`src/rtl/scoreboard_mp_if.sv`:
```
// Scoreboard bus interface.
// Groups the issue, operand lookup, write-back, commit and occupancy signals
// of scoreboard_mp. The slave modport is the scoreboard itself. The master
// modport is whatever drives it (the issue/commit stages or a testbench).
//   issue_*   : allocation request/grant and the fields of the new entry
//   rs*_      : operand lookup addresses and busy/forwarding answers
//   wb_*      : NR_WB_PORTS packed write-back ports, addressed by trans ID
//   commit_*  : in-order retirement handshake and head-entry fields
//   count_o   : number of occupied entries
interface scoreboard_mp_if #(
  parameter int NR_ENTRIES  = 8,
  parameter int NR_WB_PORTS = 2,
  parameter int XLEN        = 64
);
  localparam int TID_W = $clog2(NR_ENTRIES);
  localparam int CNT_W = $clog2(NR_ENTRIES + 1);

  logic                         flush_i;

  logic                         issue_valid_i;
  logic                         issue_ready_o;
  logic [XLEN-1:0]              issue_pc_i;
  logic [3:0]                   issue_fu_i;
  logic [7:0]                   issue_op_i;
  logic [4:0]                   issue_rd_i;
  logic [XLEN-1:0]              issue_imm_i;
  logic                         issue_ex_valid_i;
  logic [XLEN-1:0]              issue_ex_cause_i;
  logic [TID_W-1:0]             issue_trans_id_o;

  logic [4:0]                   rs1_i;
  logic [4:0]                   rs2_i;
  logic                         rs1_busy_o;
  logic                         rs2_busy_o;
  logic                         rs1_fwd_valid_o;
  logic                         rs2_fwd_valid_o;
  logic [XLEN-1:0]              rs1_fwd_o;
  logic [XLEN-1:0]              rs2_fwd_o;

  logic [NR_WB_PORTS-1:0]       wb_valid_i;
  logic [NR_WB_PORTS*TID_W-1:0] wb_trans_id_i;
  logic [NR_WB_PORTS*XLEN-1:0]  wb_result_i;
  logic [NR_WB_PORTS-1:0]       wb_ex_valid_i;
  logic [NR_WB_PORTS*XLEN-1:0]  wb_ex_cause_i;

  logic                         commit_valid_o;
  logic                         commit_ack_i;
  logic [TID_W-1:0]             commit_trans_id_o;
  logic [XLEN-1:0]              commit_pc_o;
  logic [3:0]                   commit_fu_o;
  logic [7:0]                   commit_op_o;
  logic [4:0]                   commit_rd_o;
  logic [XLEN-1:0]              commit_result_o;
  logic                         commit_ex_valid_o;
  logic [XLEN-1:0]              commit_ex_cause_o;

  logic [CNT_W-1:0]             count_o;

  modport slave (
    input  flush_i,
    input  issue_valid_i, issue_pc_i, issue_fu_i, issue_op_i, issue_rd_i,
           issue_imm_i, issue_ex_valid_i, issue_ex_cause_i,
    output issue_ready_o, issue_trans_id_o,
    input  rs1_i, rs2_i,
    output rs1_busy_o, rs2_busy_o, rs1_fwd_valid_o, rs2_fwd_valid_o,
           rs1_fwd_o, rs2_fwd_o,
    input  wb_valid_i, wb_trans_id_i, wb_result_i, wb_ex_valid_i, wb_ex_cause_i,
    output commit_valid_o, commit_trans_id_o, commit_pc_o, commit_fu_o,
           commit_op_o, commit_rd_o, commit_result_o, commit_ex_valid_o,
           commit_ex_cause_o,
    input  commit_ack_i,
    output count_o
  );

  modport master (
    output flush_i,
    output issue_valid_i, issue_pc_i, issue_fu_i, issue_op_i, issue_rd_i,
           issue_imm_i, issue_ex_valid_i, issue_ex_cause_i,
    input  issue_ready_o, issue_trans_id_o,
    output rs1_i, rs2_i,
    input  rs1_busy_o, rs2_busy_o, rs1_fwd_valid_o, rs2_fwd_valid_o,
           rs1_fwd_o, rs2_fwd_o,
    output wb_valid_i, wb_trans_id_i, wb_result_i, wb_ex_valid_i, wb_ex_cause_i,
    input  commit_valid_o, commit_trans_id_o, commit_pc_o, commit_fu_o,
           commit_op_o, commit_rd_o, commit_result_o, commit_ex_valid_o,
           commit_ex_cause_o,
    output commit_ack_i,
    input  count_o
  );
endinterface

```
`src/rtl/scoreboard_mp.sv`:
```
// Parametrised issue/execute/commit scoreboard.
// This is a circular buffer of NR_ENTRIES slots.
//   - Issue allocates the slot at issue_ptr.
//   - Functional units write results back by transaction ID on NR_WB_PORTS
//     ports.
//   - The commit stage retires the head (commit_ptr) in program order
//     through a valid/ack handshake.
//   - Operand lookup returns busy/forwarding information from the youngest
//     allocated producer of a register.
//   - flush_i empties the buffer at the next edge.
// Ports:
//   clk_i  clock
//   rst_i  asynchronous active-high reset
//   sb     scoreboard_mp_if.slave: issue, lookup, write-back, commit, count
module scoreboard_mp #(
  parameter int NR_ENTRIES  = 8,
  parameter int NR_WB_PORTS = 2,
  parameter int XLEN        = 64
) (
  input  logic            clk_i,
  input  logic            rst_i,
  scoreboard_mp_if.slave  sb
);
  localparam int TID_W = $clog2(NR_ENTRIES);
  localparam int CNT_W = $clog2(NR_ENTRIES + 1);

  // Control state (reset)
  logic [TID_W-1:0]      issue_ptr;
  logic [TID_W-1:0]      commit_ptr;
  logic [CNT_W-1:0]      count;
  logic [NR_ENTRIES-1:0] alloc;
  logic [NR_ENTRIES-1:0] done;

  // Entry payload (no reset; only meaningful while alloc is set)
  logic [XLEN-1:0]       pc_mem       [NR_ENTRIES];
  logic [3:0]            fu_mem       [NR_ENTRIES];
  logic [7:0]            op_mem       [NR_ENTRIES];
  logic [4:0]            rd_mem       [NR_ENTRIES];
  logic [XLEN-1:0]       result_mem   [NR_ENTRIES];
  logic [XLEN-1:0]       ex_cause_mem [NR_ENTRIES];
  logic [NR_ENTRIES-1:0] ex_valid;

  logic issue_ready;
  logic issue_fire;
  logic commit_valid;
  logic commit_fire;

  assign issue_ready  = (count != CNT_W'(NR_ENTRIES)) & ~sb.flush_i;
  assign issue_fire   = sb.issue_valid_i & issue_ready;
  assign commit_valid = alloc[commit_ptr] & done[commit_ptr] & ~sb.flush_i;
  assign commit_fire  = commit_valid & sb.commit_ack_i;

  // Write-back decode.
  // A port only takes effect on an allocated entry that does not already
  // carry an exception, so the first recorded cause is never overwritten.
  logic [TID_W-1:0]       wb_id [NR_WB_PORTS];
  logic [NR_WB_PORTS-1:0] wb_hit;

  genvar gi;
  generate
    for (gi = 0; gi < NR_WB_PORTS; gi++) begin : g_wb
      assign wb_id[gi]  = sb.wb_trans_id_i[gi*TID_W +: TID_W];
      assign wb_hit[gi] = sb.wb_valid_i[gi] & alloc[wb_id[gi]] &
                          ~ex_valid[wb_id[gi]] & ~sb.flush_i;
    end
  endgenerate

  always_ff @(posedge clk_i or posedge rst_i) begin
    if (rst_i) begin
      issue_ptr  <= '0;
      commit_ptr <= '0;
      count      <= '0;
      alloc      <= '0;
      done       <= '0;
    end else if (sb.flush_i) begin
      issue_ptr  <= '0;
      commit_ptr <= '0;
      count      <= '0;
      alloc      <= '0;
      done       <= '0;
    end else begin
      for (int k = 0; k < NR_WB_PORTS; k++) begin
        if (wb_hit[k]) done[wb_id[k]] <= 1'b1;
      end
      // Commit and issue never target the same slot.
      // A full buffer blocks issue, and an empty buffer has no valid head.
      if (commit_fire) begin
        alloc[commit_ptr] <= 1'b0;
        done[commit_ptr]  <= 1'b0;
        commit_ptr        <= commit_ptr + 1'b1;
      end
      if (issue_fire) begin
        alloc[issue_ptr] <= 1'b1;
        done[issue_ptr]  <= sb.issue_ex_valid_i;  // faulted entries are born complete
        issue_ptr        <= issue_ptr + 1'b1;
      end
      case ({issue_fire, commit_fire})
        2'b10:   count <= count + 1'b1;
        2'b01:   count <= count - 1'b1;
        default: ;
      endcase
    end
  end

  // Payload writes. A higher-index write-back port overrides a lower one
  // that targets the same entry.
  always_ff @(posedge clk_i) begin
    for (int k = 0; k < NR_WB_PORTS; k++) begin
      if (wb_hit[k]) begin
        result_mem[wb_id[k]]   <= sb.wb_result_i[k*XLEN +: XLEN];
        ex_valid[wb_id[k]]     <= sb.wb_ex_valid_i[k];
        ex_cause_mem[wb_id[k]] <= sb.wb_ex_cause_i[k*XLEN +: XLEN];
      end
    end
    if (issue_fire) begin
      pc_mem[issue_ptr]       <= sb.issue_pc_i;
      fu_mem[issue_ptr]       <= sb.issue_fu_i;
      op_mem[issue_ptr]       <= sb.issue_op_i;
      rd_mem[issue_ptr]       <= sb.issue_rd_i;
      result_mem[issue_ptr]   <= sb.issue_imm_i;
      ex_valid[issue_ptr]     <= sb.issue_ex_valid_i;
      ex_cause_mem[issue_ptr] <= sb.issue_ex_cause_i;
    end
  end

  // Operand lookup.
  // age_idx[i] is the i-th oldest slot. Allocated entries are contiguous
  // from the head, so the last match in this order is the youngest producer.
  logic [TID_W-1:0] age_idx [NR_ENTRIES];
  logic [4:0]       rs_addr [2];
  logic [1:0]       lk_busy;
  logic [1:0]       lk_fwd_valid;
  logic [XLEN-1:0]  lk_fwd [2];

  generate
    for (gi = 0; gi < NR_ENTRIES; gi++) begin : g_age
      assign age_idx[gi] = commit_ptr + TID_W'(gi);
    end
  endgenerate

  assign rs_addr[0] = sb.rs1_i;
  assign rs_addr[1] = sb.rs2_i;

  generate
    for (gi = 0; gi < 2; gi++) begin : g_lookup
      logic             hit;
      logic [TID_W-1:0] sel;
      always_comb begin
        hit = 1'b0;
        sel = '0;
        for (int i = 0; i < NR_ENTRIES; i++) begin
          if (alloc[age_idx[i]] && (rd_mem[age_idx[i]] == rs_addr[gi]) &&
              (rs_addr[gi] != 5'd0)) begin
            hit = 1'b1;
            sel = age_idx[i];
          end
        end
      end
      assign lk_busy[gi]      = hit;
      assign lk_fwd_valid[gi] = hit & done[sel] & ~ex_valid[sel];
      assign lk_fwd[gi]       = hit ? result_mem[sel] : '0;
    end
  endgenerate

  assign sb.rs1_busy_o      = lk_busy[0];
  assign sb.rs2_busy_o      = lk_busy[1];
  assign sb.rs1_fwd_valid_o = lk_fwd_valid[0];
  assign sb.rs2_fwd_valid_o = lk_fwd_valid[1];
  assign sb.rs1_fwd_o       = lk_fwd[0];
  assign sb.rs2_fwd_o       = lk_fwd[1];

  // Issue / commit outputs.
  // Head payload is zeroed when there is nothing to commit.
  assign sb.issue_ready_o     = issue_ready;
  assign sb.issue_trans_id_o  = issue_ptr;
  assign sb.commit_valid_o    = commit_valid;
  assign sb.commit_trans_id_o = commit_ptr;
  assign sb.commit_pc_o       = commit_valid ? pc_mem[commit_ptr]       : '0;
  assign sb.commit_fu_o       = commit_valid ? fu_mem[commit_ptr]       : '0;
  assign sb.commit_op_o       = commit_valid ? op_mem[commit_ptr]       : '0;
  assign sb.commit_rd_o       = commit_valid ? rd_mem[commit_ptr]       : '0;
  assign sb.commit_result_o   = commit_valid ? result_mem[commit_ptr]   : '0;
  assign sb.commit_ex_valid_o = commit_valid & ex_valid[commit_ptr];
  assign sb.commit_ex_cause_o = commit_valid ? ex_cause_mem[commit_ptr] : '0;
  assign sb.count_o           = count;
endmodule
```
`src/flat_wrapper.sv`:
```
// flat-port wrapper written by rule: the top's interface ports become plain ports
module scoreboard_mp_flat 
#(
  parameter int NR_ENTRIES  = 8,
  parameter int NR_WB_PORTS = 2,
  parameter int XLEN        = 64
)
  (clk_i, rst_i, sb_flush_i, sb_issue_valid_i, sb_issue_pc_i, sb_issue_fu_i, sb_issue_op_i, sb_issue_rd_i, sb_issue_imm_i, sb_issue_ex_valid_i, sb_issue_ex_cause_i, sb_issue_ready_o, sb_issue_trans_id_o, sb_rs1_i, sb_rs2_i, sb_rs1_busy_o, sb_rs2_busy_o, sb_rs1_fwd_valid_o, sb_rs2_fwd_valid_o, sb_rs1_fwd_o, sb_rs2_fwd_o, sb_wb_valid_i, sb_wb_trans_id_i, sb_wb_result_i, sb_wb_ex_valid_i, sb_wb_ex_cause_i, sb_commit_valid_o, sb_commit_trans_id_o, sb_commit_pc_o, sb_commit_fu_o, sb_commit_op_o, sb_commit_rd_o, sb_commit_result_o, sb_commit_ex_valid_o, sb_commit_ex_cause_o, sb_commit_ack_i, sb_count_o);
  scoreboard_mp_if #(.NR_ENTRIES(NR_ENTRIES), .NR_WB_PORTS(NR_WB_PORTS), .XLEN(XLEN)) sb_i ();
  input  logic clk_i;
  input  logic rst_i;
  input wire logic [$bits(sb_i.flush_i)-1:0] sb_flush_i;
  input wire logic [$bits(sb_i.issue_valid_i)-1:0] sb_issue_valid_i;
  input wire logic [$bits(sb_i.issue_pc_i)-1:0] sb_issue_pc_i;
  input wire logic [$bits(sb_i.issue_fu_i)-1:0] sb_issue_fu_i;
  input wire logic [$bits(sb_i.issue_op_i)-1:0] sb_issue_op_i;
  input wire logic [$bits(sb_i.issue_rd_i)-1:0] sb_issue_rd_i;
  input wire logic [$bits(sb_i.issue_imm_i)-1:0] sb_issue_imm_i;
  input wire logic [$bits(sb_i.issue_ex_valid_i)-1:0] sb_issue_ex_valid_i;
  input wire logic [$bits(sb_i.issue_ex_cause_i)-1:0] sb_issue_ex_cause_i;
  output wire logic [$bits(sb_i.issue_ready_o)-1:0] sb_issue_ready_o;
  output wire logic [$bits(sb_i.issue_trans_id_o)-1:0] sb_issue_trans_id_o;
  input wire logic [$bits(sb_i.rs1_i)-1:0] sb_rs1_i;
  input wire logic [$bits(sb_i.rs2_i)-1:0] sb_rs2_i;
  output wire logic [$bits(sb_i.rs1_busy_o)-1:0] sb_rs1_busy_o;
  output wire logic [$bits(sb_i.rs2_busy_o)-1:0] sb_rs2_busy_o;
  output wire logic [$bits(sb_i.rs1_fwd_valid_o)-1:0] sb_rs1_fwd_valid_o;
  output wire logic [$bits(sb_i.rs2_fwd_valid_o)-1:0] sb_rs2_fwd_valid_o;
  output wire logic [$bits(sb_i.rs1_fwd_o)-1:0] sb_rs1_fwd_o;
  output wire logic [$bits(sb_i.rs2_fwd_o)-1:0] sb_rs2_fwd_o;
  input wire logic [$bits(sb_i.wb_valid_i)-1:0] sb_wb_valid_i;
  input wire logic [$bits(sb_i.wb_trans_id_i)-1:0] sb_wb_trans_id_i;
  input wire logic [$bits(sb_i.wb_result_i)-1:0] sb_wb_result_i;
  input wire logic [$bits(sb_i.wb_ex_valid_i)-1:0] sb_wb_ex_valid_i;
  input wire logic [$bits(sb_i.wb_ex_cause_i)-1:0] sb_wb_ex_cause_i;
  output wire logic [$bits(sb_i.commit_valid_o)-1:0] sb_commit_valid_o;
  output wire logic [$bits(sb_i.commit_trans_id_o)-1:0] sb_commit_trans_id_o;
  output wire logic [$bits(sb_i.commit_pc_o)-1:0] sb_commit_pc_o;
  output wire logic [$bits(sb_i.commit_fu_o)-1:0] sb_commit_fu_o;
  output wire logic [$bits(sb_i.commit_op_o)-1:0] sb_commit_op_o;
  output wire logic [$bits(sb_i.commit_rd_o)-1:0] sb_commit_rd_o;
  output wire logic [$bits(sb_i.commit_result_o)-1:0] sb_commit_result_o;
  output wire logic [$bits(sb_i.commit_ex_valid_o)-1:0] sb_commit_ex_valid_o;
  output wire logic [$bits(sb_i.commit_ex_cause_o)-1:0] sb_commit_ex_cause_o;
  input wire logic [$bits(sb_i.commit_ack_i)-1:0] sb_commit_ack_i;
  output wire logic [$bits(sb_i.count_o)-1:0] sb_count_o;
  assign sb_i.flush_i = sb_flush_i;
  assign sb_i.issue_valid_i = sb_issue_valid_i;
  assign sb_i.issue_pc_i = sb_issue_pc_i;
  assign sb_i.issue_fu_i = sb_issue_fu_i;
  assign sb_i.issue_op_i = sb_issue_op_i;
  assign sb_i.issue_rd_i = sb_issue_rd_i;
  assign sb_i.issue_imm_i = sb_issue_imm_i;
  assign sb_i.issue_ex_valid_i = sb_issue_ex_valid_i;
  assign sb_i.issue_ex_cause_i = sb_issue_ex_cause_i;
  assign sb_issue_ready_o = sb_i.issue_ready_o;
  assign sb_issue_trans_id_o = sb_i.issue_trans_id_o;
  assign sb_i.rs1_i = sb_rs1_i;
  assign sb_i.rs2_i = sb_rs2_i;
  assign sb_rs1_busy_o = sb_i.rs1_busy_o;
  assign sb_rs2_busy_o = sb_i.rs2_busy_o;
  assign sb_rs1_fwd_valid_o = sb_i.rs1_fwd_valid_o;
  assign sb_rs2_fwd_valid_o = sb_i.rs2_fwd_valid_o;
  assign sb_rs1_fwd_o = sb_i.rs1_fwd_o;
  assign sb_rs2_fwd_o = sb_i.rs2_fwd_o;
  assign sb_i.wb_valid_i = sb_wb_valid_i;
  assign sb_i.wb_trans_id_i = sb_wb_trans_id_i;
  assign sb_i.wb_result_i = sb_wb_result_i;
  assign sb_i.wb_ex_valid_i = sb_wb_ex_valid_i;
  assign sb_i.wb_ex_cause_i = sb_wb_ex_cause_i;
  assign sb_commit_valid_o = sb_i.commit_valid_o;
  assign sb_commit_trans_id_o = sb_i.commit_trans_id_o;
  assign sb_commit_pc_o = sb_i.commit_pc_o;
  assign sb_commit_fu_o = sb_i.commit_fu_o;
  assign sb_commit_op_o = sb_i.commit_op_o;
  assign sb_commit_rd_o = sb_i.commit_rd_o;
  assign sb_commit_result_o = sb_i.commit_result_o;
  assign sb_commit_ex_valid_o = sb_i.commit_ex_valid_o;
  assign sb_commit_ex_cause_o = sb_i.commit_ex_cause_o;
  assign sb_i.commit_ack_i = sb_commit_ack_i;
  assign sb_count_o = sb_i.count_o;
  scoreboard_mp #(.NR_ENTRIES(NR_ENTRIES), .NR_WB_PORTS(NR_WB_PORTS), .XLEN(XLEN)) u_core (.clk_i(clk_i), .rst_i(rst_i), .sb(sb_i));
endmodule
```
`config.mk`:
```
export PLATFORM = sky130hd
export DESIGN_NAME = scoreboard_mp_flat
export DESIGN_NICKNAME = d
export VERILOG_FILES = /design/src/rtl/scoreboard_mp_if.sv /design/src/rtl/scoreboard_mp.sv /design/src/flat_wrapper.sv
export SDC_FILE = /design/constraint.sdc
export NUM_CORES = 2
export LEC_CHECK = 0
export BUFFER_PORTS_ARGS = -buffer_cell sky130_fd_sc_hd__buf_4
export CORE_AREA = 2 2 620 468
export CTS_BUF_LIST = sky130_fd_sc_hd__clkbuf_8
export DETAILED_ROUTE_END_ITERATION = 8
export DIE_AREA = 0 0 622 470
export HOLD_SLACK_MARGIN = 0.12
export SKIP_LAST_GASP = 1
export SYNTH_ARGS = -nofsm -noshare
export SYNTH_HDL_FRONTEND = slang
export SYNTH_SLANG_ARGS = --single-unit
```
`constraint.sdc`:
```
create_clock -name clk_i -period 7.7 [get_ports clk_i]
set_input_delay 1.54 -clock clk_i [delete_from_list [all_inputs] [get_ports clk_i]]
set_output_delay 1.54 -clock clk_i [all_outputs]
set_load 0.02 [all_outputs]
```
== After elaboration in Yosys (flattened, before gate mapping) ==
Memories as Yosys holds them, arrays and structs flattened.
Cells that the tools add are included.

* Bits in registers: 34
* Bits in writable memories: 1672
* Memories kept: 6

{| class="wikitable"
|+ Memory list
! memory !! words !! width !! read ports !! clocked after Yosys merged registers in !! write ports !! RTL line !! source
|-
| u_core.ex_cause_mem || 8 || 64 || 1 || 0 || 3 || scoreboard_mp.sv:40 || <nowiki>logic [XLEN-1:0] ex_cause_mem [NR_ENTRIES];</nowiki>
|-
| u_core.pc_mem || 8 || 64 || 1 || 0 || 1 || scoreboard_mp.sv:35 || <nowiki>logic [XLEN-1:0] pc_mem [NR_ENTRIES];</nowiki>
|-
| u_core.result_mem || 8 || 64 || 3 || 0 || 3 || scoreboard_mp.sv:39 || <nowiki>logic [XLEN-1:0] result_mem [NR_ENTRIES];</nowiki>
|-
| u_core.op_mem || 8 || 8 || 1 || 0 || 1 || scoreboard_mp.sv:37 || <nowiki>logic [7:0] op_mem [NR_ENTRIES];</nowiki>
|-
| u_core.rd_mem || 8 || 5 || 8 || 0 || 1 || scoreboard_mp.sv:38 || <nowiki>logic [4:0] rd_mem [NR_ENTRIES];</nowiki>
|-
| u_core.fu_mem || 8 || 4 || 1 || 0 || 1 || scoreboard_mp.sv:36 || <nowiki>logic [3:0] fu_mem [NR_ENTRIES];</nowiki>
|}

* $add $sub $neg: 10
* Order comparisons: 17
* Equality and inequality tests: 19
* Mux-type cells: 115
* Bitwise gates (word level): 27
* Reduce and logical (&&, ||, !) cells: 41

{| class="wikitable"
|+ Operator list
! cell !! number
|-
| $mux 64 || 5
|-
| $mux 8 || 16
|-
| $eq 5x5->1 || 16
|-
| $mux 3 || 20
|-
| $bmux 1 s3 || 18
|-
| $lt 3x4->1 const B || 13
|-
| $mux 1 || 44
|-
| $logic_and 1x1->1 || 36
|-
| $bwmux 8 || 4
|-
| $or 8x8->8 || 3
|-
| $and 1x1->1 || 16
|-
| $and 8x8->8 || 2
|-
| $add 3x3->3 const B || 4
|-
| $demux 1 s3 || 4
|-
| $ge 3x1->1 const B || 4
|-
| $reduce_bool 5->1 || 2
|-
| $mux 4 || 2
|-
| $not 8->8 || 1
|-
| $pmux 4 s2 || 1
|-
| $add 3x1->3 const B || 2
|-
| $add 3x2->3 const B || 2
|-
| $mux 5 || 1
|-
| $not 1->1 || 5
|-
| $add 4x1->4 const B || 1
|-
| 6 further kinds || 7
|}

== Logic depth before layout (Yosys ltp) ==
* Depth after elaboration: 16
* Gate-level depth with buffers: 24
* Depth with buffers taken out: 15

== Worst setup path before layout ==
OpenSTA, ideal clock, no wires.

* Path kind: in2reg
* From: input sb_wb_trans_id_i[3]
* To: memory u_core.ex_cause_mem[7][0], enable pin
* Setup time: 0.510 ns
* Arrival: 6.689 ns
* Path slack: 0.501 ns
* Stages: 10
* Path through: clkbuf_1 nor2b_1 a22o_1 a2111oi_0 and3_1 clkbuf_1 nand3_1 buf_1 o21ai_0 nand2b_1

{| class="wikitable"
|+ RTL lines
! what !! RTL line !! source
|-
| start, declared || flat_wrapper.sv:32 || <nowiki>input wire logic [$bits(sb_i.wb_trans_id_i)-1:0] sb_wb_trans_id_i;</nowiki>
|-
| end, declared || scoreboard_mp.sv:40 ||
|}

== Worst setup path after layout ==
* From: register u_core.commit_ptr[2] (netlist: u_core.sb.commit_trans_id_o[2])
* To: output sb_rs1_fwd_o[46]

* Word-level cells in the longest chain between the ends: 14

{| class="wikitable"
|+ Ends and longest elaborated chain
! what !! RTL line !! source
|-
| start, declared || scoreboard_mp.sv:29 || <nowiki>logic [TID_W-1:0] commit_ptr;</nowiki>
|-
| start signal, assigned || scoreboard_mp.sv:90 || <nowiki>commit_ptr <= commit_ptr + 1'b1;</nowiki>
|-
| $add 3x1->3 (tied with other cells) || scoreboard_mp.sv:137 || <nowiki>assign age_idx[gi] = commit_ptr + TID_W'(gi);</nowiki>
|-
| $mem_v2 8x5 (tied with other cells) || n/a ||
|-
| $eq 5x5->1 (tied with other cells) || scoreboard_mp.sv:152 || <nowiki>if (alloc[age_idx[i]] && (rd_mem[age_idx[i]] == rs_addr[gi]) &&</nowiki>
|-
| $logic_and 1x1->1 || scoreboard_mp.sv:152 ||
|-
| $logic_and 1x1->1 or $mux 3 (tied branches) || scoreboard_mp.sv:152 ||
|-
| $mux 3 (7 in a row) || scoreboard_mp.sv:152 ||
|-
| $mem_v2 8x64 || n/a ||
|-
| $mux 64 (*) || scoreboard_mp.sv:161 || <nowiki>assign lk_fwd[gi] = hit ? result_mem[sel] : '0;</nowiki>
|-
| end, declared || flat_wrapper.sv:29 || <nowiki>output wire logic [$bits(sb_i.rs1_fwd_o)-1:0] sb_rs1_fwd_o;</nowiki>
|}

Every way passes the cells marked *; elsewhere a longest branch is shown, timed or not. The select of a mux whose other input is x is not followed.

==> qor.txt <==
Vias in the first global route: 75500
Antenna-violating nets left: 0
Final setup fails: 0
Die width: 622 um
Top Metal Used: met5
WP data required: 6.16 ns
WL per Instance: 30.1 um
Top_reg_cell synth: edfxtp_1
Distinct cells, synth: 80
Setup crit end kind: primary output
Crit path launch type: flip-flop
Total power: 20200 uW
Worst-skew pair later-pin latency: 1.01 ns
Post-synthesis instance total: 8725
Core area: 287000 um^2
FMAX: 133 MHz
Full die area: 292000 um^2
DR pass1 iterations: 7
CP Max Fanout: 65
DR DRC count: 0
DP HPWL: 234000 um
Post-synth top cells: nand2_1 (1889), edfxtp_1 (1672), mux2i_1 (1445)
Cell Area, Synth: 99900 um^2
Slew Viols, Final: 0
Count leader, synth: nand2_1
Peak VDD IR: 0.184 mV
Flop and latch count out of synthesis: 1706
Syn_nets: 9226
Yosys top cell by area: edfxtp_1
Drt total wl: 395000 um
Via count: 77900
Layout cell share with drive strength beyond 1: 21.4%
Crit path arrival time: 5.97 ns
Post-synthesis sequential area ratio: 51.1%
# IOs: 845
Share of synthesized registers carrying an async set or reset: 1.52%
Area contributors post-synth: edfxtp_1 (50%), mux2i_1 (14%), mux4_2 (10%)
CTS root buffer: clkbuf_8
Number of synthesized flops with an enable pin: 1672
Metal3 WL: 41100 um
Final hold vios: 0
Slew @ Worst Pin: 1.25 ns
Vias/cell: 5.93
Number of nets in the layout: 9523
Synthesis Warnings: 0
Area share of the largest cell type after synthesis: 50.3%
First-pass GRT wire length: 554000 um
CTS Buf Count: 299
Initial antenna violation count: 112
Largest net degree at the start of global routing: 139
Clk sinks: 1706
Max Cap Violations: 0
Placer Congestion: 0.928
H-tree depth: 5
Setup ws final: 0.186 ns
Clock transition at path regs: 0.07 ns
Hold Buf Count CTS: 0
CP Class: flip-flop to primary output
Clk buf depth: 4
GRT Resource Usage Total: 25.9%
Hold crit path type: flip-flop to flip-flop
Pre-CTS WS: 0.490 ns
Mean Syn Cell Area: 11.5 um^2
DRT iter0 DRCs: 9850
Worst Hold Depth: 2
Die Ht: 470 um
Final Cycle Share: 97.6%
R2R cell count: 18
Leak: 0.0466 uW
Detailed route wirelength on metal2: 183000 um
CTS tree: done
Pwr per Cell Area: 175 nW/um^2
Area grow syn2layout: 15.4%
Max-slew headroom at the worst pin: 16.9%
Setup_tns: 0 ns
Starting density of the core: 34.8%
Outcome: finished, final reports clean
Port Buffer Count: 844
Total grt overflow: 0
Site row count: 171
Metal-1 WL: 151000 um
Worst Skew: 0.0977 ns
Clock period minus worst slack: 7.51 ns
## layout by cell type, fill, tap and decap left out, types with 9 or more instances in the layout
cell type / instances
nand3b_1: 9
mux2i_1: 1441
nand2_1: 1884
o211ai_1: 11
mux4_2: 460
a21oi_1: 245
nor3_1: 14
buf_12: 69
and3_1: 66
buf_6: 10
bufinv_16: 14
buf_4: 975
xor2_1: 45
edfxtp_1: 1672
diode_2: 83
a32oi_1: 66
nand4_1: 12
nor2_1: 53
nand3_1: 84
dfrtp_1: 23
clkbuf_8: 304
clkinv_1: 83
or2_1: 61
inv_1: 85
o21ai_0: 1064
clkinvlp_4: 15
buf_16: 9
o22ai_1: 132
nand2b_1: 9
clkinv_2: 21
a31oi_1: 69
xnor2_1: 43
## worst max-delay path, stage by stage, from the launching register on
cell	delay, ns
dfrtp_4	0.58
buf_6	0.56
mux4_2	0.73
xor2_1	0.17
nand4_1	0.12
nor4_1	0.60
a31oi_1	0.19
or4_4	0.58
nand3_4	0.10
buf_12	0.44
o22ai_1	0.17
or2_4	0.34
buf_4	0.17
## sequential cells by signal, summed over array words and instances, names as in the netlist, 4 cells and up
signal,cells
u_core.done,8
u_core.ex_valid,8
u_core.alloc,8
u_core.op_mem,64
u_core.result_mem,512
u_core.ex_cause_mem,512
u_core.pc_mem,512
u_core.fu_mem,32
u_core.sb.count_o,4
u_core.rd_mem,40
## power by group
part | internal (uW) | switching [uW] | leakage (uW) | total [uW]
Sequential | 10400 | 83.2 | 0.0155 | 10500
Clock | 4150 | 4010 | 0.00303 | 8170
Combinational | 591 | 909 | 0.0281 | 1500
## repair_timing
item / in CTS / in global routing
endpoints found under the setup margin: 130 / 129
buffers inserted: 15 / 11
resized for setup: 34 / 43
pin swaps: 5 / 10
gates cloned: 6 / 5
## per-layer routing
metal,up-vias,global-route usage (%)
met1,38800,32.8
met5,-,0
met2,4951,41.0
met4,76,12.8
li1,32900,-
met3,1091,6.84
## worst paths after layout
check	from	to	slack (ns)
min	u_core.sb.count_o[3]	u_core.sb.count_o[3]	0.60
max in group asynchronous	rst_i	u_core.sb.commit_trans_id_o[1]	6.72
max	u_core.sb.commit_trans_id_o[2]	sb_rs1_fwd_o[46]	0.19
min reg2reg	u_core.sb.count_o[3]	u_core.sb.count_o[3]	0.60
max reg2reg	u_core.sb.commit_trans_id_o[0]	u_core.sb.count_o[3]	2.49
min in group asynchronous	rst_i	u_core.alloc[3]	0.63
## metrics by stage
stage	util, %	hold slack (ns)	area [um^2]	cells
floorplan	-	0.548	99900	8725
CTS	40.0	0.516	115000	13000
global placement	37.9	0.559	109000	12500
finish	40.2	0.602	115000	13100
global route	40.1	0.551	115000	13100
detailed placement	37.9	0.587	109000	12500
## area by class of cell
type | count | area, um^2
fillers | 27000 | 172000
flip-flops and latches | 1706 | 51000
multi-input cells | 5923 | 44400
repair buffers | 1072 | 9290
well taps | 3806 | 4760
clock buffers | 304 | 4180
clock inverters | 213 | 1330
diodes | 83 | 208
inverters | 20 | 115
## cell families (layout without fill, tap and decap cells)
logic type / Yosys count / count (layout) / synth area share (%)
buffers and inverters: 1099 / 1609 / 4.91
XOR/XNOR: 91 / 92 / 0.824
other: 0 / 83 / 0
multiplexers: 1908 / 1908 / 24.9
AND/OR/NAND/NOR: 2286 / 2288 / 9.38
adder cells (fa/ha/maj): 10 / 10 / 0.133
AO/OA/AOI/OAI: 1625 / 1625 / 8.81
flip-flops: 1706 / 1706 / 51.1
Power figures use the tool's default switching activity.
